==> src/rtl/pipelined_decoder.sv <==
// Instruction decoder between fetch and the accumulator datapath.
// Resolves operands with 0-2 data-memory reads behind a registered result stage.
module pipelined_decoder #(
    parameter int OPCODE_WIDTH   = 5,
    parameter int OPERAND_WIDTH  = 16,
    parameter int SELECTOR_WIDTH = 3
) (
    input  logic                      ClockInput,
    input  logic                      ResetNInput,
    input  logic                      InValidInput,
    output logic                      InReadyOutput,
    input  logic [OPCODE_WIDTH-1:0]   OpecodeInput,
    input  logic [1:0]                AddressingModeInput,
    input  logic [OPERAND_WIDTH-1:0]  OperandInput,
    output logic                      MemReadEnableOutput,
    output logic [OPERAND_WIDTH-1:0]  MemAddressOutput,
    input  logic [OPERAND_WIDTH-1:0]  MemReadDataInput,
    output logic                      OutValidOutput,
    input  logic                      OutReadyInput,
    output logic [OPCODE_WIDTH-1:0]   OpecodeOutput,
    output logic [OPERAND_WIDTH-1:0]  OperandOutput,
    output logic [SELECTOR_WIDTH-1:0] OutputSelector,
    output logic                      AccReadFlag,
    output logic                      IllegalOutput,
    output logic                      HaltedOutput
);

    typedef enum logic [2:0] {
        S_IDLE,
        S_READ1,
        S_WAIT1,
        S_READ2,
        S_WAIT2,
        S_OUT
    } state_t;

    localparam logic [OPCODE_WIDTH-1:0] OP_HALT = OPCODE_WIDTH'(9);

    state_t                     state_q, state_d;
    logic [OPCODE_WIDTH-1:0]    op_q, op_d;
    logic [2:0]                 sel_q, sel_d;
    logic                       acc_q, acc_d;
    logic                       two_q, two_d;
    logic [OPERAND_WIDTH-1:0]   work_q, work_d;
    logic [OPERAND_WIDTH-1:0]   addr_q, addr_d;

    logic                       ov_q, ov_d;
    logic [OPCODE_WIDTH-1:0]    oop_q, oop_d;
    logic [OPERAND_WIDTH-1:0]   oopr_q, oopr_d;
    logic [2:0]                 osel_q, osel_d;
    logic                       oacc_q, oacc_d;
    logic                       oill_q, oill_d;
    logic                       halted_q, halted_d;

    logic       dec_known;
    logic       dec_value;
    logic       dec_addr;
    logic       dec_upper;
    logic       dec_ill;
    logic [2:0] dec_sel;
    logic       dec_acc;
    logic [1:0] dec_reads;
    logic       out_free;
    logic       in_ready;
    logic       accept;

    // Opcode table lookup and legality check on the raw input word
    always_comb begin
        dec_known = 1'b1;
        dec_value = 1'b0;
        dec_addr  = 1'b0;
        dec_sel   = 3'b000;
        dec_acc   = 1'b0;
        dec_reads = 2'd0;
        case (OpecodeInput[4:0])
            5'd0: dec_sel = 3'b000;
            5'd1: begin
                dec_sel   = 3'b001;
                dec_value = 1'b1;
            end
            5'd2: begin
                dec_sel  = 3'b011;
                dec_acc  = 1'b1;
                dec_addr = 1'b1;
            end
            5'd3, 5'd4, 5'd5, 5'd6: begin
                dec_sel   = 3'b010;
                dec_acc   = 1'b1;
                dec_value = 1'b1;
            end
            5'd7: begin
                dec_sel  = 3'b100;
                dec_addr = 1'b1;
            end
            5'd8: begin
                dec_sel  = 3'b100;
                dec_acc  = 1'b1;
                dec_addr = 1'b1;
            end
            5'd9: dec_sel = 3'b000;
            default: dec_known = 1'b0;
        endcase
        dec_upper = (OpecodeInput >> 5) != '0;
        dec_ill   = !dec_known || dec_upper
                  || (AddressingModeInput == 2'b11)
                  || (dec_addr && AddressingModeInput == 2'b00);
        if (dec_ill) begin
            dec_sel = 3'b000;
            dec_acc = 1'b0;
        end else if (dec_value) begin
            dec_reads = AddressingModeInput;
        end else if (dec_addr) begin
            dec_reads = {1'b0, AddressingModeInput[1]};
        end
    end

    assign out_free = !ov_q || OutReadyInput;
    assign in_ready = ResetNInput && (state_q == S_IDLE)
                    && !halted_q && out_free;
    assign accept   = InValidInput && in_ready;

    always_comb begin
        state_d  = state_q;
        op_d     = op_q;
        sel_d    = sel_q;
        acc_d    = acc_q;
        two_d    = two_q;
        work_d   = work_q;
        addr_d   = addr_q;
        ov_d     = ov_q && !OutReadyInput;
        oop_d    = oop_q;
        oopr_d   = oopr_q;
        osel_d   = osel_q;
        oacc_d   = oacc_q;
        oill_d   = oill_q;
        halted_d = halted_q
                 || (ov_q && OutReadyInput && !oill_q && oop_q == OP_HALT);
        unique case (state_q)
            S_IDLE: begin
                if (accept) begin
                    if (dec_reads == 2'd0) begin
                        ov_d   = 1'b1;
                        oop_d  = OpecodeInput;
                        oopr_d = OperandInput;
                        osel_d = dec_sel;
                        oacc_d = dec_acc;
                        oill_d = dec_ill;
                    end else begin
                        op_d    = OpecodeInput;
                        sel_d   = dec_sel;
                        acc_d   = dec_acc;
                        two_d   = dec_reads == 2'd2;
                        addr_d  = OperandInput;
                        state_d = S_READ1;
                    end
                end
            end
            S_READ1: state_d = S_WAIT1;
            S_WAIT1: begin
                work_d = MemReadDataInput;
                if (two_q) begin
                    addr_d  = MemReadDataInput;
                    state_d = S_READ2;
                end else begin
                    state_d = S_OUT;
                end
            end
            S_READ2: state_d = S_WAIT2;
            S_WAIT2: begin
                work_d  = MemReadDataInput;
                state_d = S_OUT;
            end
            S_OUT: begin
                if (out_free) begin
                    ov_d    = 1'b1;
                    oop_d   = op_q;
                    oopr_d  = work_q;
                    osel_d  = sel_q;
                    oacc_d  = acc_q;
                    oill_d  = 1'b0;
                    state_d = S_IDLE;
                end
            end
            default: state_d = S_IDLE;
        endcase
    end

    always_ff @(posedge ClockInput or negedge ResetNInput) begin
        if (!ResetNInput) begin
            state_q  <= S_IDLE;
            op_q     <= '0;
            sel_q    <= '0;
            acc_q    <= 1'b0;
            two_q    <= 1'b0;
            work_q   <= '0;
            addr_q   <= '0;
            ov_q     <= 1'b0;
            oop_q    <= '0;
            oopr_q   <= '0;
            osel_q   <= '0;
            oacc_q   <= 1'b0;
            oill_q   <= 1'b0;
            halted_q <= 1'b0;
        end else begin
            state_q  <= state_d;
            op_q     <= op_d;
            sel_q    <= sel_d;
            acc_q    <= acc_d;
            two_q    <= two_d;
            work_q   <= work_d;
            addr_q   <= addr_d;
            ov_q     <= ov_d;
            oop_q    <= oop_d;
            oopr_q   <= oopr_d;
            osel_q   <= osel_d;
            oacc_q   <= oacc_d;
            oill_q   <= oill_d;
            halted_q <= halted_d;
        end
    end

    assign InReadyOutput       = in_ready;
    assign MemReadEnableOutput = (state_q == S_READ1) || (state_q == S_READ2);
    assign MemAddressOutput    = addr_q;
    assign OutValidOutput      = ov_q;
    assign OpecodeOutput       = oop_q;
    assign OperandOutput       = oopr_q;
    assign OutputSelector      = SELECTOR_WIDTH'(osel_q);
    assign AccReadFlag         = oacc_q;
    assign IllegalOutput       = oill_q;
    assign HaltedOutput        = halted_q;

endmodule

==> config.mk <==
export PLATFORM = sky130hd
export DESIGN_NAME = pipelined_decoder
export DESIGN_NICKNAME = d
export VERILOG_FILES = /design/src/rtl/pipelined_decoder.sv
export SDC_FILE = /design/constraint.sdc
export NUM_CORES = 1
export LEC_CHECK = 0
export ABC_AREA = 1
export ABC_CLOCK_PERIOD_IN_PS = 2200
export CAP_MARGIN = 20
export CORE_MARGIN = 4
export CORE_UTILIZATION = 45
export DETAILED_ROUTE_END_ITERATION = 16
export PLACE_DENSITY_LB_ADDON = 0.08
export SYNTH_ARGS = -nofsm -noshare
export SYNTH_HDL_FRONTEND = slang
export SYNTH_SLANG_ARGS = --single-unit
==> constraint.sdc <==
create_clock -name ClockInput -period 2.2 [get_ports ClockInput]
set_input_delay 0.33 -clock ClockInput [delete_from_list [all_inputs] [get_ports ClockInput]]
set_output_delay 0.33 -clock ClockInput [all_outputs]
set_load 0.005 [all_outputs]
Word-level counts from Yosys, hierarchy flattened
Cells that the tools add are included.
{"block": "totals", "register_bits": 73}
{"block": "classes", "n_eq_ne": 22, "n_mux": 43, "bitwise": 1, "reduce_logical": 36}
{"operator": "16-bit two-way mux", "count": 6}
{"operator": "16-bit one-hot mux with 2 select lines", "count": 2}
{"operator": "3-bit two-way mux", "count": 8}
{"operator": "5-bit by 3-bit equality test with 1-bit output (second input constant)", "count": 4}
{"operator": "3-bit one-hot mux with 6 select lines", "count": 1}
{"operator": "5-bit by 4-bit equality test with 1-bit output (second input constant)", "count": 3}
{"operator": "1-bit two-way mux", "count": 15}
{"operator": "5-bit two-way mux", "count": 3}
{"operator": "3-bit one-hot mux with 4 select lines", "count": 1}
{"operator": "5-bit by 2-bit equality test with 1-bit output (second input constant)", "count": 2}
{"operator": "5-bit one-hot mux with 2 select lines", "count": 1}
{"operator": "10-bit OR reduction", "count": 1}
{"operator": "1-bit logical AND", "count": 9}
{"operator": "2-bit != test (second input constant)", "count": 4}
{"operator": "4-bit AND reduction", "count": 2}
{"operator": "3-bit by 2-bit equality test with 1-bit output (second input constant)", "count": 2}
{"operator": "3-bit equality test (second input constant)", "count": 2}
{"operator": "1-bit one-hot mux with 2 select lines", "count": 3}
{"operator": "3-bit one-hot mux with 2 select lines", "count": 1}
{"operator": "3-bit AND reduction", "count": 2}
{"operator": "6-bit OR reduction", "count": 1}
{"operator": "5-bit by 1-bit equality test with 1-bit output (second input constant)", "count": 1}
{"operator": "1-bit logical NOT", "count": 5}
{"operator": "5-bit logical NOT", "count": 1}
{"operator": "13 further kinds", "count": 22}

Logic depth before layout (Yosys ltp)
Gate-level depths: netlist of run 1.
{"block": "depth", "depth_word": 11, "depth_mapped": 13}

Worst setup path after synthesis of run 1
Ideal clock, no wire load.
{"block": "synth_path", "path_type": "reg-to-reg", "start": "reg state_q[0]", "end": "reg oop_q[0], in the netlist OpecodeOutput[0]", "setup_time_ns": 0.117, "t_arrival_ns": 1.501, "setup_slack_ns": 0.582, "stages_incl_launch_ff": 10, "cell_sequence": "dfrtp_1 > nor2_1 > nand2_1 > nor3b_2 > o21ai_0 > inv_2 > nand2_4 > buf_6 > nand2_1 > nand2_1"}
{"block": "synth_between", "elab_chain_cells": 7, "word_cells_on_any_way": 12}
{"element": "start, declared", "line": "39", "text": "state_t state_q, state_d;"}
{"element": "start signal, assigned", "line": "205", "text": "state_q <= state_d;"}
{"element": "3-bit logical NOT", "line": "118, 138"}
{"element": "1-bit logical AND", "line": "118", "text": "assign in_ready = ResetNInput && (state_q == S_IDLE)"}
{"element": "1-bit logical AND (2 in series)", "line": "119", "text": "&& !halted_q && out_free;"}
{"element": "1-bit logical AND", "line": "120", "text": "assign accept = InValidInput && in_ready;"}
{"element": "2-bit != test (no source line)"}
{"element": "4-bit AND reduction (no source line)"}
{"element": "end signal, assigned", "line": "213", "text": "oop_q <= oop_d;"}
{"element": "end, declared", "line": "48", "text": "logic [OPCODE_WIDTH-1:0] oop_q, oop_d;"}
Several ways; a longest one is shown, not always the timed one.
A chain may end at the register's enable or synchronous reset.

Final worst setup path of run 1
{"block": "layout_path", "start": "reg state_q[1]", "end": "out InReadyOutput"}
{"block": "layout_between", "elab_chain_cells": 4}
{"element": "3-bit logical NOT", "line": "118"}
{"element": "1-bit logical AND", "line": "118"}
{"element": "1-bit logical AND (2 in series)", "line": "119"}
{"element": "end, declared", "line": "11", "text": "output logic InReadyOutput,"}
No other way between the ends.

==> impl_results.md, run 1 <==
- Syn nets: between 500 and 600
- Most common cell in the netlist: nand2_1
- Synth area leaders: dfrtp_1, nand2_1, nand3_1, o21ai_0, inv_1
- Die height: slightly below 100 µm
- Asr flop ratio synth: between 90% and 100%
- Post-synthesis sequential area ratio: between 50% and 60%
- Synthesized instance count: 480
- PD cells: ~1100 mW/mm²
- Clock buffer depth: 2
- Worst Reg-to-Reg Cells: 8
- Sequential Power Share: 35.7%
- Vias per inst: between 4 and 5
- RSZ-0062 raised after global routing: false
- CP endpoint kind: output pin
- Post-Layout Cell Count: 684
- Post-place instance area: roughly 0.0047 mm²
- Initial DRC count: approximately 230
- Largest fanout on the critical path: 4
- Post-CTS Repair Setup Buffers: 0
- Clock share of power: a little under a quarter
- Starting Density: a little under half
- Worst VDD drop: 595 µV
- Clock Skew: 5.85 ps
- Comb pwr share: just over 40%
- Number of synthesized flops with an enable pin: 0
- Max Fclk: 484 MHz
- Design area: between 0.004 and 0.005 mm²
- Post-DP HPWL: between 6 and 7 mm
- Layout Nets: between 600 and 700
- Most instantiated cells after synthesis: nand2_1, dfrtp_1, nand3_1
- Crit path kind: flop to output pin
- Vias: between 3000 and 4000
- Yosys top cell by area: dfrtp_1
- Post-Route WL: 9.59 mm
- Slew margin rel.: 38.4%
- Worst Tran Pin Value: about 920 ps
- Fill count: about 680
- Syn avg cell area: ~7.6 µm²
- Main synth FF type: dfrtp_1
- Die Wd: about 98 µm
- Hold_buf cts: 0
- IO Port Bufs: 88
- Crit path max-delay cell type: clkdlybuf4s50_1
- Mapped cell area: about 0.0036 mm²
- Slowest stage delay, CP: ~510 ps
- Final setup viols: 0
- Vias in the first global route: 3103
- Final worst-path cycle share: a little over nine tenths
- Critical Path RT: roughly 1900 ps
- Routability Congestion: a little under 0.9
- DRC Markers: 0
- Post-synth cell types: 25
- Sw Share: 36.2%
- Reg clk slew, reported paths: 80 ps
- Crit path DAT: 1730 ps
- Register bit total from synthesis: 73
- CP dominant cell by count: nor2_1
- Cell-internal power: between 3000 and 4000 µW
- Hold violation total from the final report: 0
- Crit path time final: slightly above 2000 ps
- Clk_lat worst skew: roughly 340 ps
- Synth top area share: between 50% and 60%
- Post-CTS Resized: 0
- Initial antenna violation count: 0
- Drt pass-1 iters: 5
- Placed Cells incl. Taps: ~670
- Outcome: complete, no violations
- Antenna Nets Post-Route: 0
- CTS sink count: 73
- Largest net degree at the start of global routing: between 70 and 80
- Max cap viols: 0
- Root buf cell: clkbuf_8
- H-tree levels: 3
- Average wire per standard cell: 14.0 µm
- TritonCTS clock tree: built
- IO Pins: just under 90
- Hold WC Path Type: primary input to asynchronous set/reset pin
- Worst setup SP type: flop
- Synth warnings: 0
- Total GRT Usage: a little over 20%
- Core box area: slightly below 0.008 mm²
- Slew Limit Fails: 0
- Total CTS buffers: 9
- FP Rows: 32
- Crit-path cells: nor2_1, nand2_1, nor2_1, clkdlybuf4s50_1
- Area Overhead vs Synth: 35.6%
- Grt total ovfl: 0
- First-pass GRT wire length: 15.6 mm
- Layout cell share with drive strength beyond 1: 9.45%
- Switching Power: 1960 µW
- Die footprint: 0.00956 mm²
- N_diodes: 0
- Cell leakage power: approximately 0.0025 µW
## worst max-delay path, delay by kind of cell, from the launching register on
family	cells	cell delay [ps]
simple gates	3	470
flops	1	410
buf+inv	1	510
## cells in the final DEF, fill, tap and decap left out, drive strengths merged
master	n
nand3	57
nor3	1
clkinv	3
buf	21
nand3b	1
o21ai	50
inv	35
clkdlybuf4s50	87
dfrtp	73
and2	1
bufinv	3
nand4	3
nor3b	1
a21oi	1
nor2	16
o41ai	1
o211ai	2
nand2	217
clkbuf	9
## power groups by stage
stage               Sequential [µW]  Combinational [µW]  Clock, µW
detailed placement             1950                2200          0
global placement               1940                2160          0
CTS                            1930                2210       1300
global route                   1970                2460       1370
floorplan                      1950                1260          0
finish                         1930                2200       1280
## metrics by stage
step	total power, µW	setup slack (ps)	utilization [%]	TNS (ps)	hold WS [ps]
final	5400	135	63.3	0	203
after global routing	5800	27.3	63.3	0	278
after CTS	5440	123	63.3	0	258
after detailed placement	4150	-111	60.2	-4120	459
after global placement	4100	-16.7	60.2	-173	455
after floorplan	3210	582	-	0	34.4
## registers in the layout, indices dropped and copies added (netlist names)
register / cells
acc_q: 1
IllegalOutput: 1
op_q: 5
MemAddressOutput: 16
OutValidOutput: 1
state_q: 3
OperandOutput: 16
OutputSelector: 3
work_q: 16
HaltedOutput: 1
OpecodeOutput: 5
sel_q: 3
AccReadFlag: 1
two_q: 1
## worst paths after layout
kind                            slack [ps]         startpoint           endpoint
worst max-delay path                   140         state_q[1]      InReadyOutput
worst min-delay path                   200        ResetNInput   OpecodeOutput[2]
worst max register to register         310         state_q[1]         state_q[0]
worst min register to register         480  OutputSelector[2]  OutputSelector[2]
max in group asynchronous             1380        ResetNInput  OperandOutput[14]
min in group ClockInput                480  OutputSelector[2]  OutputSelector[2]
## layout make-up
cell class                 count  area, µm²  area share, %
sequential                    73       1830           37.2
multi-input combinational    351       1550           31.5
timing repair buffer         108       1040           21.2
inverter                      34        128           2.60
tap                          102        128           2.60
clock buffer                   9        124           2.52
clock inverter                 7        118           2.39
## kinds of logic (layout without fill, tap and decap cells)
group | count (synthesis) | in the layout | share of synthesized area [%]
compound gates | 54 | 54 | 8.01
buf+inv | 56 | 158 | 6.83
simple gates | 297 | 297 | 34.8
flops | 73 | 73 | 50.4
## layer usage
| metal | vias to the layer above | routed length [µm] | GRT usage [%] |
|---|---|---|---|
| li1 | 1721 | - | - |
| met5 | - | 0 | 0 |
| met3 | 8 | 632 | 4.79 |
| met4 | 0 | 66 | 4.90 |
| met2 | 105 | 3940 | 27.0 |
| met1 | 1531 | 4950 | 32.9 |
Note: power is estimated with default switching activity, not from simulation.
==> run 2, diff against run 1 <==
- CORE_MARGIN: 4 -> default
- CORE_UTILIZATION: 45 -> 40
==> impl_results.md, run 2 (synthesis results as in run 1) <==
- Clock buffer depth: 2 (unchanged)
- Area Overhead vs Synth: 37.8% (was 35.6%)
- Post-CTS Resized: 0 (unchanged)
- IO Port Bufs: 88 (unchanged)
- Drt pass-1 iters: 4 (was 5)
- Hold WC Path Type: primary input to asynchronous set/reset pin (unchanged)
- CP dominant cell by count: nor2_1 (unchanged)
- Crit path kind: flop to output pin (unchanged)
- Most frequent cells in the layout: nand2_1, clkdlybuf4s50_1, dfrtp_1 (unchanged)
- Die height: 97.2 µm (was 97.8 µm)
- Clock Skew: 14.2 ps (was 5.85 ps)
- Worst VDD drop: 501 µV (was 595 µV)
- H-tree levels: 3 (unchanged)
- Worst setup SP type: flop (unchanged)
- Buf+Inv Stages, Crit Path: 1 (unchanged)
- Core box area: 0.00876 mm² (was 0.00777 mm²)
- Sw Share: 36.5% (was 36.2%)
- CP endpoint kind: output pin (unchanged)
- Outcome: complete, no violations (unchanged)
- Post-CTS Repair Setup Buffers: 0 (unchanged)
- Clock share of power: 22.2% (was 23.6%)
- Hold violation total from the final report: 0 (unchanged)
- Final worst-path cycle share: 94.5% (was 93.9%)
- Switching Power: 1950 µW (was 1960 µW)
- Slew Limit Fails: 0 (unchanged)
- First-pass GRT wire length: 16.2 mm (was 15.6 mm)
- RSZ-0062 raised after global routing: false (unchanged)
- Final setup viols: 0 (unchanged)
- DRC Markers: 0 (unchanged)
- Vias per inst: 4.74 (was 4.92)
- PD cells: 1070 mW/mm² (was 1100 mW/mm²)
- Crit path time final: 2080 ps (was 2060 ps)
- Worst Reg-to-Reg Cells: 5 (was 8)
- R2r endpoint: MemAddressOutput[0] (was state_q[0])
- Worst Tran Pin Value: 935 ps (was 925 ps)
- Initial DRC count: 177 (was 232)
- Crit path max-delay cell type: clkdlybuf4s50_1 (unchanged)
- Cell-internal power: 3390 µW (was 3450 µW)
- Max cap viols: 0 (unchanged)
- Layout Nets: 631 (was 620)
- Clk_lat worst skew: 350 ps (was 340 ps)
- Vias: 3320 (was 3365)
- Crit path max-delay family: buffers and inverters (unchanged)
- Hold_buf cts: 0 (unchanged)
- N_diodes: 0 (unchanged)
- IO Pins: 89 (unchanged)
- Reg clk slew, reported paths: 90 ps (was 80 ps)
- Post-DP HPWL: 7.22 mm (was 6.90 mm)
- CTS sink count: 73 (unchanged)
- Slowest stage delay, CP: 520 ps (was 510 ps)
- Crit-path cells: nor2_1, nand2_1, nor2_1, clkdlybuf4s50_1 (unchanged)
- Max Fclk: 481 MHz (was 484 MHz)
- Largest net degree at the start of global routing: 74 (unchanged)
- Comb pwr share: 41.5% (was 40.6%)
- Placed Cells incl. Taps: 685 (was 668)
- Routability Congestion: 0.847 (was 0.871)
- Worst r2r src: state_q[0] (was state_q[1])
- Critical Path RT: 1870 ps (about the same)
- Total GRT Usage: 21.7% (was 20.3%)
- Total CTS buffers: 9 (unchanged)
- Slew margin rel.: 37.7% (was 38.4%)
- Layout cell share with drive strength beyond 1: 11.0% (was 9.45%)
- Antenna Nets Post-Route: 0 (unchanged)
- Commonest non-fill, non-tap cell in the layout: nand2_1 (unchanged)
- Grt total ovfl: 0 (unchanged)
- Post-Layout Cell Count: 700 (was 684)
- Crit path DAT: 1750 ps (was 1730 ps)
- FP Rows: 34 (was 32)
- Die footprint: 0.00945 mm² (was 0.00956 mm²)
- TritonCTS clock tree: built (unchanged)
- Post-Route WL: 9.80 mm (was 9.59 mm)
- Average wire per standard cell: 14.0 µm (about the same)
- Cell leakage power: 0.00254 µW (was 0.00250 µW)
- R2r setup slk: 380 ps (was 310 ps)
- Die Wd: 97.2 µm (was 97.8 µm)
- Setup Total Neg Slack: 0 ps (unchanged)
- Fill count: 859 (was 678)
- Initial antenna violation count: 0 (unchanged)
- Largest fanout on the critical path: 4 (unchanged)
- Root buf cell: clkbuf_8 (unchanged)
- Starting Density: 41.4% (was 46.7%)
- Sequential Power Share: 36.3% (was 35.7%)
- Vias in the first global route: 3207 (was 3103)
## run 2: cell count changes in the layout (fill, tap and decap cells not counted), sizes merged
| cell | before | now |
|---|---|---|
| clkinv | 3 | 1 |
| inv | 35 | 34 |
| buf | 21 | 32 |
| bufinv | 3 | 2 |
| clkinvlp | 0 | 2 |
| clkbuf | 9 | 10 |
## run 2: worst reg2reg max path, stage by stage (launching register included)
cell	delay, ps
dfrtp_1	430
nor3_2	350
nand2_1	460
nand2_4	340
nand2_1	100
nand2_1	70
## run 2: metal layers
layer | wire length [µm] | GRT usage [%] | vias up
met5 | 0 | 0 | -
met4 | 75 | 6.89 | 0
met3 | 417 | 2.88 | 6
met2 | 4240 | 30.9 | 77
met1 | 5070 | 33.9 | 1496
li1 | - | - | 1741
## run 2: worst max path at each step
stage,to,depth (start not counted),slack [ps],startpoint
after floorplan,OpecodeOutput[0],9,580,state_q[0]
after global placement,sel_q[1],12,-110,OpecodeInput[3]
after detailed placement,sel_q[2],12,-140,OpecodeInput[3]
after CTS,InReadyOutput,4,100,state_q[0]
after global routing,sel_q[2],12,10,OpecodeInput[3]
final,InReadyOutput,4,120,state_q[0]
## run 2: metrics by stage
| stage | utilization (%) | setup slack [ps] | hold WS, ps | area (µm²) | power (µW) |
|---|---|---|---|---|---|
| after CTS | 57.0 | 105 | 264 | 4990 | 5370 |
| final | 57.0 | 121 | 219 | 4990 | 5330 |
| after floorplan | - | 582 | 34.4 | 3620 | 3210 |
| after global placement | 54.5 | -114 | 454 | 4780 | 4150 |
| after global routing | 57.0 | 11.2 | 298 | 4990 | 5750 |
| after detailed placement | 54.5 | -144 | 458 | 4780 | 4180 |
## run 2: final cells by class
type / count / area [µm²] / share of cell area, %
Clock buffer: 10 / 138 / 2.76
Multi-Input combinational cell: 351 / 1550 / 31.0
Clock inverter: 5 / 80.1 / 1.60
Tap cell: 108 / 135 / 2.71
Sequential cell: 73 / 1830 / 36.6
Inverter: 34 / 128 / 2.56
Timing Repair Buffer: 119 / 1140 / 22.8
## run 2: power groups by stage
stage	sequential [µW]	combinational, µW	clock, µW
after global placement	1950	2190	0
after detailed placement	1970	2220	0
after CTS	1940	2230	1200
final	1940	2210	1180
after global routing	1990	2490	1260
after floorplan	1950	1260	0
==> run 3, diff against run 2 <==
- CORE_UTILIZATION: 40 -> 50
- REMOVE_ABC_BUFFERS: default -> 1
==> impl_results.md, run 3 (synthesis results as in run 1) <==
- Outcome: complete, no violations (unchanged)
- Most used routing layer: met2 (was met1)
- Crit path kind: flop to output pin (unchanged)
- Placed Cells incl. Taps: 663 (was 685)
- Final worst-path cycle share: 94.1% (was 94.5%)
- CTS sink count: 73 (unchanged)
- Clk_lat worst skew: 350 ps (about the same)
- Core box area: 0.00691 mm² (was 0.00876 mm²)
- FF/Latch Area: 0.00183 mm² (unchanged)
- Largest fanout on the critical path: 4 (unchanged)
- Multi-input logic area: 0.00155 mm² (unchanged)
- Initial DRC count: 305 (was 177)
- Clock buffer depth: 2 (unchanged)
- RSZ-0062 raised after global routing: false (unchanged)
- IO Pins: 89 (unchanged)
- Overall Power: 5570 µW (was 5330 µW)
- Die footprint: 0.00759 mm² (was 0.00945 mm²)
- Post-DP HPWL: 6.41 mm (was 7.22 mm)
- Post-layout util: 71.7% (was 57.0%)
- Layout cell share with drive strength beyond 1: 9.43% (was 11.0%)
- Post-place setup slack: -39.2 ps (was -144 ps)
- Vias in the first global route: 3260 (was 3207)
- Clock Skew: 8.30 ps (was 14.2 ps)
- Crit path DAT: 1740 ps (was 1750 ps)
- Max Fclk: 483 MHz (was 481 MHz)
- Critical Path RT: 1870 ps (about the same)
- Crit path time final: 2070 ps (was 2080 ps)
- Grt total ovfl: 0 (unchanged)
- Slew Limit Fails: 0 (unchanged)
- Vias: 3514 (was 3320)
- Hold_buf cts: 0 (unchanged)
- TritonCTS clock tree: built (unchanged)
- H-tree levels: 3 (unchanged)
- Post-CTS Repair Setup Buffers: 0 (unchanged)
- Grt met2 use: 41.2% (was 30.9%)
- Vias per inst: 5.18 (was 4.74)
- Reg clk slew, reported paths: 80 ps (was 90 ps)
- Total GRT Usage: 26.8% (was 21.7%)
- Most frequent cells in the layout: nand2_1, clkdlybuf4s50_1, dfrtp_1 (unchanged)
- First-pass GRT wire length: 15.4 mm (was 16.2 mm)
- Worst Tran Pin Value: 909 ps (was 935 ps)
- Slew margin rel.: 39.4% (was 37.7%)
- Layout Nets: 621 (was 631)
- Worst setup SP type: flop (unchanged)
- Antenna Nets Post-Route: 0 (unchanged)
- Met1 global-route usage: 37.4% (was 33.9%)
- Post-Route WL: 9.55 mm (was 9.80 mm)
- Cell leakage power: 0.00252 µW (was 0.00254 µW)
- PD cells: 1120 mW/mm² (was 1070 mW/mm²)
- Area Overhead vs Synth: 36.6% (was 37.8%)
- IO Port Bufs: 88 (unchanged)
- Commonest non-fill, non-tap cell in the layout: nand2_1 (unchanged)
- Initial antenna violation count: 0 (unchanged)
- Die height: 87.1 µm (was 97.2 µm)
- Starting Density: 52.5% (was 41.4%)
- Worst VDD drop: 618 µV (was 501 µV)
- Post-Layout Cell Count: 679 (was 700)
- Routability Congestion: 0.840 (was 0.847)
- N_diodes: 0 (unchanged)
- Hold violation total from the final report: 0 (unchanged)
- Met3 GRT Util: 4.74% (was 2.88%)
- Setup slack after layout: 130 ps (was 121 ps)
- CP endpoint kind: output pin (unchanged)
- DRC Markers: 0 (unchanged)
- Hold WC Path Type: primary input to asynchronous set/reset pin (unchanged)
- Fill count: 567 (was 859)
- Post-CTS Resized: 0 (unchanged)
- Average wire per standard cell: 14.1 µm (was 14.0 µm)
- Max cap viols: 0 (unchanged)
- FP Rows: 30 (was 34)
- Final setup viols: 0 (unchanged)
- Die Wd: 87.1 µm (was 97.2 µm)
- Total CTS buffers: 9 (unchanged)
- Drt pass-1 iters: 5 (was 4)
- Largest net degree at the start of global routing: 74 (unchanged)
- Root buf cell: clkbuf_8 (unchanged)
## run 3: cell count changes in the layout (fill, tap and decap cells not counted)
cell,delta
clkinv_4,+1
clkbuf_8,+1
bufinv_16,+1
buf_12,+1
clkinvlp_4,-2
clkinv_2,-1
clkbuf_1,+1
buf_4,-11
## run 3: path summary, 6_finish.rpt
path                       depth (start not counted)                to  slack, ps        startpoint
max                                                4     InReadyOutput        130        state_q[0]
min                                                2  OpecodeOutput[2]        230       ResetNInput
max reg2reg                                        7        state_q[0]        290        state_q[1]
min reg2reg                                        2  OperandOutput[0]        470  OperandOutput[0]
max in group asynchronous                          2          sel_q[0]       1360       ResetNInput
min in group ClockInput                            2  OperandOutput[0]        470  OperandOutput[0]
## run 3: final cells by class
class                      count  share of cell area [%]
inverter                      34                    2.58
tap                           96                    2.43
multi-input combinational    351                    31.3
sequential                    73                    36.9
clock inverter                 4                    2.00
clock buffer                  12                    3.13
timing repair buffer         109                    21.7
## run 3: critical path, cell delays in order (launching register included)
cell and delay, ps:
dfrtp_1 420, nor2_1 160, nand2_1 150, nor2_1 150, clkdlybuf4s50_1 510
## run 3: per-stage QoR
stage	area (µm²)	TNS, ps	hold slack [ps]
3_5_place_dp	4700	-811	458
3_3_place_gp	4700	0	453
5_1_grt	4950	0	322
6_report	4950	0	230
2_1_floorplan	3500	0	34.4
4_1_cts	4950	0	280
## run 3: routing by layer
layer,vias to the layer above,part of all wire [%],wire length (µm)
met5,-,0,0
met4,0,1.9,181
met3,17,6.6,627
met2,134,46,4430
met1,1643,45,4310
li1,1720,-,-
## run 3: where the power goes
group	switching (µW)	internal (µW)	total, µW
clock network	507	818	1330
logic	1320	976	2300
registers	199	1740	1940
